`src/rtl/pipelined_adder_if.sv`:
```
// rtl/pipelined_adder_if.sv - Valid/ready operand and result bundle for pipelined_adder
interface pipelined_adder_if #(
    parameter int WIDTH = 32
);
    logic             in_valid;
    logic             in_ready;
    logic [WIDTH-1:0] A;
    logic [WIDTH-1:0] B;
    logic             Cin;
    logic             SUB;
    logic             out_valid;
    logic             out_ready;
    logic [WIDTH-1:0] SUM;
    logic             Cout;
    logic             OVF;
    logic             ZERO;

    // Producer of operands and consumer of results
    modport master (
        output in_valid, A, B, Cin, SUB, out_ready,
        input  in_ready, out_valid, SUM, Cout, OVF, ZERO
    );

    // The adder itself
    modport slave (
        input  in_valid, A, B, Cin, SUB, out_ready,
        output in_ready, out_valid, SUM, Cout, OVF, ZERO
    );
endinterface

```
`src/rtl/pipelined_adder.sv`:
```
// rtl/pipelined_adder.sv - Slice-pipelined WIDTH-bit adder/subtractor with valid/ready flow control
module pipelined_adder #(
    parameter int WIDTH  = 32,
    parameter int STAGES = 4
) (
    input  logic             clk,
    input  logic             reset_n,
    pipelined_adder_if.slave bus
);
    localparam int SW = WIDTH / STAGES;

    if (WIDTH < 2 || STAGES < 1 || STAGES > WIDTH || (WIDTH % STAGES) != 0) begin : g_bad_params
        $error("pipelined_adder: WIDTH/STAGES combination is not supported");
    end

    logic w_adv;

    // The whole pipe moves as one unless a finished result is waiting on the consumer.
    assign w_adv        = !bus.out_valid || bus.out_ready;
    assign bus.in_ready = w_adv;

    // Stage k adds slice k. Operand registers shrink by SW each stage (only the
    // bits still to be added travel on), while the sum register grows by SW
    // (finished low slices travel with the token).
    for (genvar k = 0; k < STAGES; k++) begin : g_stage
        localparam int IW = WIDTH - k * SW;   // operand bits not yet added
        localparam int OW = (k + 1) * SW;     // sum bits finished after this stage

        logic [IW-1:0] w_a;
        logic [IW-1:0] w_b;
        logic          w_cin;
        logic          w_vld;
        logic [SW:0]   w_slice;
        logic [OW-1:0] w_s;

        logic          r_vld;
        logic [OW-1:0] r_s;
        logic          r_c;

        if (k == 0) begin : g_head
            // Subtraction is A + ~B + 1; Cin is ignored in that mode.
            assign w_a   = bus.A;
            assign w_b   = bus.SUB ? ~bus.B : bus.B;
            assign w_cin = bus.SUB | bus.Cin;
            assign w_vld = bus.in_valid;
            assign w_s   = w_slice[SW-1:0];
        end else begin : g_body
            assign w_a   = g_stage[k-1].g_fwd.r_a;
            assign w_b   = g_stage[k-1].g_fwd.r_b;
            assign w_cin = g_stage[k-1].r_c;
            assign w_vld = g_stage[k-1].r_vld;
            assign w_s   = {w_slice[SW-1:0], g_stage[k-1].r_s};
        end

        assign w_slice = {1'b0, w_a[SW-1:0]} + {1'b0, w_b[SW-1:0]} + {{SW{1'b0}}, w_cin};

        // Token valid bit, finished sum bits and carry into the next slice
        always_ff @(posedge clk or negedge reset_n) begin
            if (!reset_n) begin
                r_vld <= 1'b0;
                r_s   <= '0;
                r_c   <= 1'b0;
            end else if (w_adv) begin
                r_vld <= w_vld;
                r_s   <= w_s;
                r_c   <= w_slice[SW];
            end
        end

        if (k < STAGES - 1) begin : g_fwd
            logic [IW-SW-1:0] r_a;
            logic [IW-SW-1:0] r_b;

            // Carry the still-unadded upper operand bits along with the token
            always_ff @(posedge clk or negedge reset_n) begin
                if (!reset_n) begin
                    r_a <= '0;
                    r_b <= '0;
                end else if (w_adv) begin
                    r_a <= w_a[IW-1:SW];
                    r_b <= w_b[IW-1:SW];
                end
            end
        end else begin : g_tail
            logic w_ovf;
            logic w_zero;
            logic r_ovf;
            logic r_zero;

            // Carry into the MSB is a^b^sum at that bit; overflow is that XOR carry out.
            assign w_ovf  = w_a[SW-1] ^ w_b[SW-1] ^ w_slice[SW-1] ^ w_slice[SW];
            assign w_zero = (w_s == '0);

            // Status flags registered alongside the final sum slice
            always_ff @(posedge clk or negedge reset_n) begin
                if (!reset_n) begin
                    r_ovf  <= 1'b0;
                    r_zero <= 1'b0;
                end else if (w_adv) begin
                    r_ovf  <= w_ovf;
                    r_zero <= w_zero;
                end
            end
        end
    end

    assign bus.out_valid = g_stage[STAGES-1].r_vld;
    assign bus.SUM       = g_stage[STAGES-1].r_s;
    assign bus.Cout      = g_stage[STAGES-1].r_c;
    assign bus.OVF       = g_stage[STAGES-1].g_tail.r_ovf;
    assign bus.ZERO      = g_stage[STAGES-1].g_tail.r_zero;
endmodule

```
`src/flat_wrapper.sv`:
```
// flat-port wrapper written by rule: the top's interface ports become plain ports
module pipelined_adder_flat 
#(
    parameter int WIDTH  = 32,
    parameter int STAGES = 4
)
  (clk, reset_n, bus_in_valid, bus_A, bus_B, bus_Cin, bus_SUB, bus_out_ready, bus_in_ready, bus_out_valid, bus_SUM, bus_Cout, bus_OVF, bus_ZERO);
  pipelined_adder_if #(.WIDTH(WIDTH)) bus_i ();
  input  logic clk;
  input  logic reset_n;
  input wire logic [$bits(bus_i.in_valid)-1:0] bus_in_valid;
  input wire logic [$bits(bus_i.A)-1:0] bus_A;
  input wire logic [$bits(bus_i.B)-1:0] bus_B;
  input wire logic [$bits(bus_i.Cin)-1:0] bus_Cin;
  input wire logic [$bits(bus_i.SUB)-1:0] bus_SUB;
  input wire logic [$bits(bus_i.out_ready)-1:0] bus_out_ready;
  output wire logic [$bits(bus_i.in_ready)-1:0] bus_in_ready;
  output wire logic [$bits(bus_i.out_valid)-1:0] bus_out_valid;
  output wire logic [$bits(bus_i.SUM)-1:0] bus_SUM;
  output wire logic [$bits(bus_i.Cout)-1:0] bus_Cout;
  output wire logic [$bits(bus_i.OVF)-1:0] bus_OVF;
  output wire logic [$bits(bus_i.ZERO)-1:0] bus_ZERO;
  assign bus_i.in_valid = bus_in_valid;
  assign bus_i.A = bus_A;
  assign bus_i.B = bus_B;
  assign bus_i.Cin = bus_Cin;
  assign bus_i.SUB = bus_SUB;
  assign bus_i.out_ready = bus_out_ready;
  assign bus_in_ready = bus_i.in_ready;
  assign bus_out_valid = bus_i.out_valid;
  assign bus_SUM = bus_i.SUM;
  assign bus_Cout = bus_i.Cout;
  assign bus_OVF = bus_i.OVF;
  assign bus_ZERO = bus_i.ZERO;
  pipelined_adder #(.WIDTH(WIDTH), .STAGES(STAGES)) u_core (.clk(clk), .reset_n(reset_n), .bus(bus_i));
endmodule
```
`config.mk`:
```
export PLATFORM = sky130hd
export DESIGN_NAME = pipelined_adder_flat
export DESIGN_NICKNAME = d
export VERILOG_FILES = /design/src/rtl/pipelined_adder_if.sv /design/src/rtl/pipelined_adder.sv /design/src/flat_wrapper.sv
export SDC_FILE = /design/constraint.sdc
export NUM_CORES = 1
export LEC_CHECK = 0
export CAP_MARGIN = 0
export CORE_MARGIN = 4
export CORE_UTILIZATION = 56
export DETAILED_ROUTE_END_ITERATION = 6
export GPL_TIMING_DRIVEN = 1
export PLACE_DENSITY = 0.9
export SKIP_LAST_GASP = 1
export SLEW_MARGIN = 30
export SYNTH_ARGS = -nofsm -noshare
export SYNTH_HDL_FRONTEND = slang
export SYNTH_SLANG_ARGS = --single-unit
```
`constraint.sdc`:
```
create_clock -name clk -period 2.7 [get_ports clk]
set_input_delay 0.54 -clock clk [delete_from_list [all_inputs] [get_ports clk]]
set_output_delay 0.54 -clock clk [all_outputs]
set_load 0.01 [all_outputs]
```
==> reports/results.ini, run 1 <==
[synth]
synth_ff_type=dfrtp_1
synth_top_area_share_pct=55.2
syn-instance-count=930
syn-cell-area_um2=8440
avgSynthCellArea_um2=9.07
yosysSeqAreaShare_pct=55.2
synth_warnings=0
syn_nets=1036
yosysTopAreaCell=dfrtp_1
ys_ff_latch=186
ys_types=40
yosys-top-cells-area=dfrtp_1 55%, nand2_1 19%, ha_1 4.2%, xnor2_1 3.6%, o21ai_0 2.1%
async_reset_ff_share_pct=100
synth_edf_count=0

[outcome]
status=finished, final reports clean

[floorplanning]
start_util_pct=57.6
die_w_um=131
die_h_um=131
fp.coreArea_um2=14600
io_pins=107
num_rows=44
dieArea_um2=17100

[sta]
tightestPinTransition_ns=0.798
fin_worst_skew_ns=0.0111
fin_crit_sh_pct=91.9
maxSlewViolCount=0
whs_ns=0.125
setup_viol=0
slew_headroom_pct=46.8
hold_violations=0
rsz0062_at_grt=no
min_period_ns=2.48
fin_ws_ns=0.218
fmax_mhz=403

[placed_design]
numPortBuffers=106
routabilityCongestion=0.816
hpwl_um=11400
dp_slack_ns=-0.219

[layout]
drive_gt1_share_pct=5.13
nNetsFinal=1127
area_growth_pct=21.9
fillers=1073

[drt]
ant_nets=0
wl_per_cell_um=14.0
drtPass1Iterations=5
routed_via_density=5.15
totalWireLength_um=17000
dr_total_vias=6267
drc=0
drt_iter0_drc=477

[clock_network]
cts_resized=0
cts_setup_buffers=0
clk_pin_slew_ns=0.06
cts_tree=done
htree_levels=4
ctsHoldBuffers=0
cts_buffers=17
cts_sinks=186
clk_latency_ns=0.44
clockRootBuffer=clkbuf_16
cts_buffer_depth=2

[critical_path]
cp_common_cell=fa_2
crit_buf_inv=1
path_class=input port to flip-flop
start_kind=input port
worst-path-stages=10
end_kind=flip-flop
path_delay_family=adder cells
crit_arrival_ns=2.77
crit_slowest_cell=clkdlybuf4s50_1
cp_max_fo=3
worstRegToRegCells=8
cpPeakStageDelay_ns=0.38
cp_data_required_time_ns=2.99
path_cells=clkdlybuf4s50_1, or2_2, fa_2, fa_2, a21o_1, a21oi_2, o21ai_1, and3b_1, o21ai_0, a31oi_1

[grt]
antenna_found_initial=1
overflow=0
grt_pass1_wl_um=28200
grt_pass1_vias=5950
grt_util_all_layers_pct=20.9
grt_max_degree=212

[hold_path]
worstHoldPathType=input port to asynchronous set/reset pin

[power_and_ir_drop]
p_leak_nw=5.03
powerDensity_nw_per_um2=1160
vdd_drop_max_uv=619
p_total_mw=12.0

[job]
max_cap_viol_count=0

-- through the flow --
stage          TNS (ns)  area (µm²)  instances  utilization, %
6_report              0       10300       1218            70.2
5_1_grt               0       10300       1218            70.2
4_1_cts               0       10300       1217            70.2
3_5_place_dp     -0.488        9660       1186            66.0
3_3_place_gp     -0.349        9660       1186            66.0
2_1_floorplan   -0.0577        8450        930               -
-- cell usage after synthesis, types with 4 or more instances --
| cell type | count |
|---|---|
| o21ai_0 | 36 |
| o21a_1 | 7 |
| ha_1 | 28 |
| a31oi_1 | 4 |
| clkbuf_1 | 28 |
| o31ai_1 | 9 |
| nand2_1 | 432 |
| a21oi_1 | 17 |
| nor3_1 | 9 |
| a21o_1 | 4 |
| xor2_1 | 13 |
| nor2_1 | 27 |
| xnor2_1 | 35 |
| inv_1 | 18 |
| fa_1 | 8 |
| dfrtp_1 | 186 |
| buf_2 | 14 |
| nor4_1 | 6 |
| o21ai_1 | 11 |
| nor2b_1 | 4 |
| o21bai_1 | 5 |
-- worst paths after layout --
kind	slack, ns	endpoint	startpoint
setup / recovery	0.22	u_core.g_stage[0].r_c	bus_Cin
hold / removal	0.13	u_core.bus.OVF	reset_n
setup reg to reg	0.27	u_core.bus.ZERO	u_core.g_stage[2].g_fwd.r_b[0]
hold reg to reg	0.46	u_core.g_stage[2].r_vld	u_core.g_stage[2].r_vld
max in group asynchronous	1.86	u_core.g_stage[0].g_fwd.r_b[6]	reset_n
min in group clk	0.46	u_core.g_stage[2].r_vld	u_core.g_stage[2].r_vld
-- metal layers --
metal / vias up / track usage (%) / wire (µm)
li1: 3139 / - / -
met1: 2964 / 28.3 / 7730
met2: 138 / 33.7 / 8310
met3: 26 / 4.19 / 676
met4: 0 / 7.50 / 296
met5: - / 0 / 0
-- logic make-up after synthesis --
group                    synth area share, %
buffers and inverters                   3.40
adder cells (fa/ha/maj)                 6.05
AO/OA/AOI/OAI                           7.61
XOR/XNOR                                4.98
AND/OR/NAND/NOR                         22.8
flip-flops                              55.2
-- final cells by class --
class	count	area (µm²)	area share, %
Timing Repair Buffer	117	1190	11.6
Inverter	19	73.8	0.718
Clock buffer	19	443	4.31
Clock inverter	12	173	1.68
Multi-Input combinational cell	680	3510	34.2
Tap cell	184	230	2.24
Sequential cell	186	4650	45.3
Antenna cell	1	2.50	0.0243
-- registers in the layout (all words and copies together) (netlist names) --
register and flops:
u_core.bus.Cout 1, u_core.bus.OVF 1, u_core.bus.ZERO 1, u_core.g_stage.r_vld 3, u_core.bus.out_valid 1, u_core.g_stage.r_s 48, u_core.g_stage.g_fwd.r_b 48, u_core.g_stage.r_c 3
u_core.bus.SUM 32, u_core.g_stage.g_fwd.r_a 48
-- power breakdown --
| part | leakage (nW) | internal [mW] | switching [mW] |
|---|---|---|---|
| logic | 2.48 | 2.05 | 2.51 |
| registers | 2.25 | 4.03 | 0.803 |
| clock network | 0.299 | 1.56 | 1.01 |
-- cells in the final DEF, fill, tap and decap left out, drive strengths merged, types with 5 or more instances in the layout --
| cell type | n |
|---|---|
| nand2 | 432 |
| o21ai | 47 |
| nor3 | 9 |
| o21bai | 5 |
| xor2 | 13 |
| o21a | 7 |
| fa | 8 |
| nor2 | 27 |
| xnor2 | 35 |
| clkdlybuf4s50 | 104 |
| buf | 12 |
| inv | 20 |
| ha | 28 |
| dfrtp | 186 |
| clkinv | 5 |
| clkbuf | 20 |
| a21oi | 18 |
| o31ai | 9 |
| nor4 | 6 |
No activity file was read; power rests on OpenSTA's default activity.
==> inputs of run 2 (changes only) <==
--- a/config.mk
+++ b/config.mk
@@ -6,11 +6,14 @@
 export NUM_CORES = 1
 export LEC_CHECK = 0
 export CAP_MARGIN = 0
+export CELL_PAD_IN_SITES_DETAIL_PLACEMENT = 2
+export CELL_PAD_IN_SITES_GLOBAL_PLACEMENT = 2
 export CORE_MARGIN = 4
-export CORE_UTILIZATION = 56
+export CORE_UTILIZATION = 39
 export DETAILED_ROUTE_END_ITERATION = 6
+export DONT_BUFFER_PORTS = 1
 export GPL_TIMING_DRIVEN = 1
-export PLACE_DENSITY = 0.9
+export PLACE_DENSITY = 0.88
 export SKIP_LAST_GASP = 1
 export SLEW_MARGIN = 30
 export SYNTH_ARGS = -nofsm -noshare
==> run 2 against run 1 <==
The run now ends with negative hold slack left; register-to-register slack worse by 0.02 ns; worst setup slack gained 0.036 ns; count of clock-buffer cells in the layout up 1; wire length rose by 32%; largest cell class unchanged; flip-flop and latch count did not move.
==> reports/results.ini, run 2 (synthesized netlist as in run 1, its figures left out) <==
[critical_path]
worst-path-stages=8
path_cells=fa_1, fa_1, a21oi_1, o211ai_1, nor2_1, xnor2_1, nor2_1, a32o_1
crit_slowest_cell=fa_1
end_kind=flip-flop
worstRegToRegCells=8
start_kind=flip-flop
path_class=flip-flop to flip-flop
crit_buf_inv=0
cpPeakStageDelay_ns=0.49
path_delay_family=adder cells
timing.rr.start=u_core.g_stage[2].g_fwd.r_b[0]
crit_arrival_ns=2.78
worstReg2RegEnd=u_core.bus.ZERO
cp_max_fo=2
rrSetupSlack_ns=0.25
crit_start=u_core.g_stage[2].g_fwd.r_b[0]
cp-endpoint=u_core.bus.ZERO
cp_data_required_time_ns=3.03

[sta]
setup_viol=0
fin_worst_skew_ns=0.0101
min_period_ns=2.45
hold_violations=186
whs_ns=-0.217
maxSlewViolCount=0
rsz0062_at_grt=no
fin_crit_sh_pct=90.6
tightestPinTransition_ns=0.717
fmax_mhz=409
slew_headroom_pct=52.2

[power_and_ir_drop]
powerDensity_nw_per_um2=1270
vdd_drop_max_uv=548
p_leak_nw=4.57

[drt]
wl_per_cell_um=18.7
drtPass1Iterations=4
ant_nets=0
drc=0
routed_via_density=5.16
totalWireLength_um=22400
drt_iter0_drc=284
dr_total_vias=6181

[placed_design]
hpwl_um=15000
routabilityCongestion=0.786
post_dp_cell_area_um2=8650
numPortBuffers=0
placedCellCount=1166

[layout]
fillers=2284
drive_gt1_share_pct=5.09
mostFrequentLayoutCells=432 x nand2_1, 186 x dfrtp_1, 36 x o21ai_0
area_growth_pct=9.92
nNetsFinal=1016
stdcell_area_um2=9270
antenna_cells=0
final_common_cell=nand2_1
fin_cells=1198
reg_top3=u_core.g_stage.g_fwd.r_a: 48 flops, u_core.g_stage.g_fwd.r_b: 48 flops, u_core.g_stage.r_s: 48 flops

[grt]
grt_util_all_layers_pct=20.0
antenna_found_initial=0
grt_pass1_vias=7033
grt_pass1_wl_um=38000
grt_max_degree=187
overflow=0

[clock_network]
clk_latency_ns=0.45
cts_sinks=186
clockRootBuffer=clkbuf_16
htree_levels=4
cts_setup_buffers=0
cts_buffer_depth=2
cts_buffers=17
cts_tree=done
cts_resized=0
clk_pin_slew_ns=0.07

[outcome]
status=finished, violations left
violations=negative hold slack

[floorplanning]
start_util_pct=39.9
dieArea_um2=24000
num_rows=53
fp.coreArea_um2=21200
io_pins=107
die_h_um=155
die_w_um=155

[job]
max_cap_viol_count=0

[hold_path]
worstHoldPathType=input port to asynchronous set/reset pin

[run 2: area by class of cell]
class / instances / area [µm²] / area share, %
sequential: 186 / 4650 / 50.2
multi-input combinational: 680 / 3510 / 37.9
clock buffer: 20 / 457 / 4.92
tap: 275 / 344 / 3.71
clock inverter: 12 / 163 / 1.75
inverter: 19 / 73.8 / 0.796
timing repair buffer: 6 / 70.1 / 0.756
[run 2: stage by stage]
stage	utilization (%)	power, mW	worst slack [ns]	setup TNS (ns)
finish	43.8	11.8	0.254	0
global route	43.8	12.8	0.121	0
CTS	43.8	12.0	0.240	0
detailed placement	40.9	9.18	0.0162	0
global placement	40.9	8.73	0.128	0
floorplan	-	7.82	-0.0577	-0.0577
[run 2: per-layer routing]
layer / track usage (%) / part of all wire (%) / wire length [µm] / vias up
met4: 5.05 / 0.87 / 196 / 0
met3: 5.12 / 4.2 / 949 / 15
met2: 34.5 / 53 / 11800 / 83
met1: 25.1 / 42 / 9500 / 3168
met5: 0 / 0 / 0 / -
li1: - / - / - / 2915
[run 2: worst min path at each step]
stage / from / end
floorplan: reset_n / u_core.bus.Cout
global placement: reset_n / u_core.g_stage[0].r_s[5]
detailed placement: reset_n / u_core.g_stage[0].r_s[5]
CTS: reset_n / u_core.g_stage[0].r_s[5]
global route: reset_n / u_core.g_stage[2].r_s[5]
finish: reset_n / u_core.g_stage[0].r_s[5]
[run 2: report_power, final]
part	total, mW	switching, mW	internal (mW)
clock network	2.67	1.16	1.52
logic	4.05	2.47	1.58
registers	5.07	1.04	4.03
total	11.8	4.67	7.12
[run 2: worst register-to-register path, cell delays in order (launching register included)]
cell and delay, ns:
dfrtp_1 0.40, fa_1 0.49, fa_1 0.44, a21oi_1 0.21
o211ai_1 0.19, nor2_1 0.15, xnor2_1 0.15, nor2_1 0.07
a32o_1 0.23
==> inputs of run 3 (changes only) <==
--- a/config.mk
+++ b/config.mk
@@ -8,7 +8,7 @@
 export CAP_MARGIN = 0
 export CELL_PAD_IN_SITES_DETAIL_PLACEMENT = 2
 export CELL_PAD_IN_SITES_GLOBAL_PLACEMENT = 2
-export CORE_MARGIN = 4
+export CORE_MARGIN = 2
 export CORE_UTILIZATION = 39
 export DETAILED_ROUTE_END_ITERATION = 6
 export DONT_BUFFER_PORTS = 1
==> run 3 against run 2 <==
The flow still finishes with violations (negative hold slack); non-clock buffer count down 1; largest cell class unchanged; fmax down 1.7%; count of clock-buffer cells in the layout up 3; worst setup slack worse by 0.043 ns.
==> reports/results.ini, run 3 (synthesized netlist as in run 1, its figures left out) <==
[sta]
rsz0062_at_grt=no
min_period_ns=2.49
maxSlewViolCount=0
whs_ns=-0.193
hold_violations=186
slew_headroom_pct=63.2
fmax_mhz=402
tightestPinTransition_ns=0.552
setup_viol=0
fin_crit_sh_pct=92.2
fin_ws_ns=0.211
fin_tns_setup_ns=0
fin_worst_skew_ns=0.00964

[clock_network]
cts_buffers=17
clk_pin_slew_ns=0.07
cts_setup_buffers=0
cts_tree=done
cts_buffer_depth=2
clockRootBuffer=clkbuf_16
htree_levels=4
clk_latency_ns=0.42
cts_sinks=186

[floorplanning]
io_pins=107
fp.coreArea_um2=21200
num_rows=53
die_w_um=151
start_util_pct=39.9
dieArea_um2=22800
die_h_um=151

[placed_design]
numPortBuffers=0
hpwl_um=14200
dp_slack_ns=0.0417
placedCellCount=1165
routabilityCongestion=0.774

[layout]
mostFrequentLayoutCells=432 x nand2_1, 186 x dfrtp_1, 36 x o21ai_0
final_common_cell=nand2_1
antenna_cells=0
drive_gt1_share_pct=4.77
reg_top3=u_core.g_stage.g_fwd.r_a: 48 flops, u_core.g_stage.g_fwd.r_b: 48 flops, u_core.g_stage.r_s: 48 flops
area_growth_pct=9.37
nNetsFinal=1015
fin_cells=1197
fillers=2288

[grt]
grt_pass1_vias=6671
grt_pass1_wl_um=34800
grt_max_degree=187
antenna_found_initial=0
grt_util_all_layers_pct=19.6
overflow=0

[power_and_ir_drop]
powerDensity_nw_per_um2=1240
p_total_mw=11.5
p_leak_nw=4.54
vdd_drop_max_uv=587

[job]
max_cap_viol_count=0

[drt]
drc=0
drt_iter0_drc=260
dr_total_vias=6085
ant_nets=0
totalWireLength_um=21200
routed_via_density=5.08
drtPass1Iterations=4
wl_per_cell_um=17.7

[outcome]
violations=negative hold slack
status=finished, violations left

[critical_path]
crit_arrival_ns=2.80
cp_data_required_time_ns=3.01
path_class=flip-flop to flip-flop
cp_max_fo=2
start_kind=flip-flop
end_kind=flip-flop

[hold_path]
worstHoldPathType=input port to asynchronous set/reset pin

-- run 3: path summary, 6_finish.rpt --
check                                                startpoint                              end  slack [ns]  depth (start not counted)
worst max-delay path             u_core.g_stage[2].g_fwd.r_b[0]                  u_core.bus.ZERO        0.21                          8
min in group clk                                      bus_A[27]  u_core.g_stage[0].g_fwd.r_a[19]        0.22                          2
worst min register to register  u_core.g_stage[0].g_fwd.r_a[13]  u_core.g_stage[0].g_fwd.r_a[13]        0.47                          2
worst max register to register   u_core.g_stage[2].g_fwd.r_b[0]                  u_core.bus.ZERO        0.21                          8
max in group asynchronous                               reset_n   u_core.g_stage[0].g_fwd.r_b[6]        2.53                          0
worst min-delay path                                    reset_n         u_core.g_stage[0].r_s[5]       -0.19                          0
-- run 3: final cells by class --
cell class | count | area, µm² | share of cell area [%]
Inverter | 19 | 73.8 | 0.800
Tap cell | 275 | 344 | 3.73
Sequential cell | 186 | 4650 | 50.4
Clock buffer | 23 | 478 | 5.18
Clock inverter | 9 | 90.1 | 0.976
Timing Repair Buffer | 5 | 75.1 | 0.814
Multi-Input combinational cell | 680 | 3510 | 38.1
-- run 3: layer usage --
| metal | vias to the layer above | track usage, % | wire length [µm] |
|---|---|---|---|
| met5 | - | 0 | 0 |
| met4 | 0 | 5.51 | 320 |
| met3 | 21 | 4.67 | 905 |
| met2 | 84 | 33.5 | 10400 |
| met1 | 3075 | 24.9 | 9540 |
| li1 | 2905 | - | - |
-- run 3: where the power goes --
part	leakage, nW	internal [mW]	switching, mW
Clock	0.262	1.35	1.06
Combinational	2.04	1.57	2.44
Sequential	2.25	4.03	1.02
Total	4.54	6.95	4.52
-- run 3: per-stage QoR --
stage	instance area (µm²)	utilization [%]
6_report	9230	43.6
5_1_grt	9230	43.6
4_1_cts	9230	43.6
3_5_place_dp	8660	40.9
3_3_place_gp	8660	40.9
2_1_floorplan	8450	-
-- run 3: worst max-delay path: stages (launching register included) --
cell and delay, ns:
dfrtp_1 0.40, fa_1 0.49, fa_1 0.44, a21oi_1 0.22
o211ai_1 0.18, nor2_1 0.17, xnor2_1 0.17, nor2_1 0.08
a32o_1 0.22
-- run 3: timing repair --
| action | 4_1_cts | 5_1_grt |
|---|---|---|
| endpoints found under the setup margin | 0 | 0 |
| endpoints found under the hold margin | 186 | 186 |
| resized for setup | 0 | 0 |
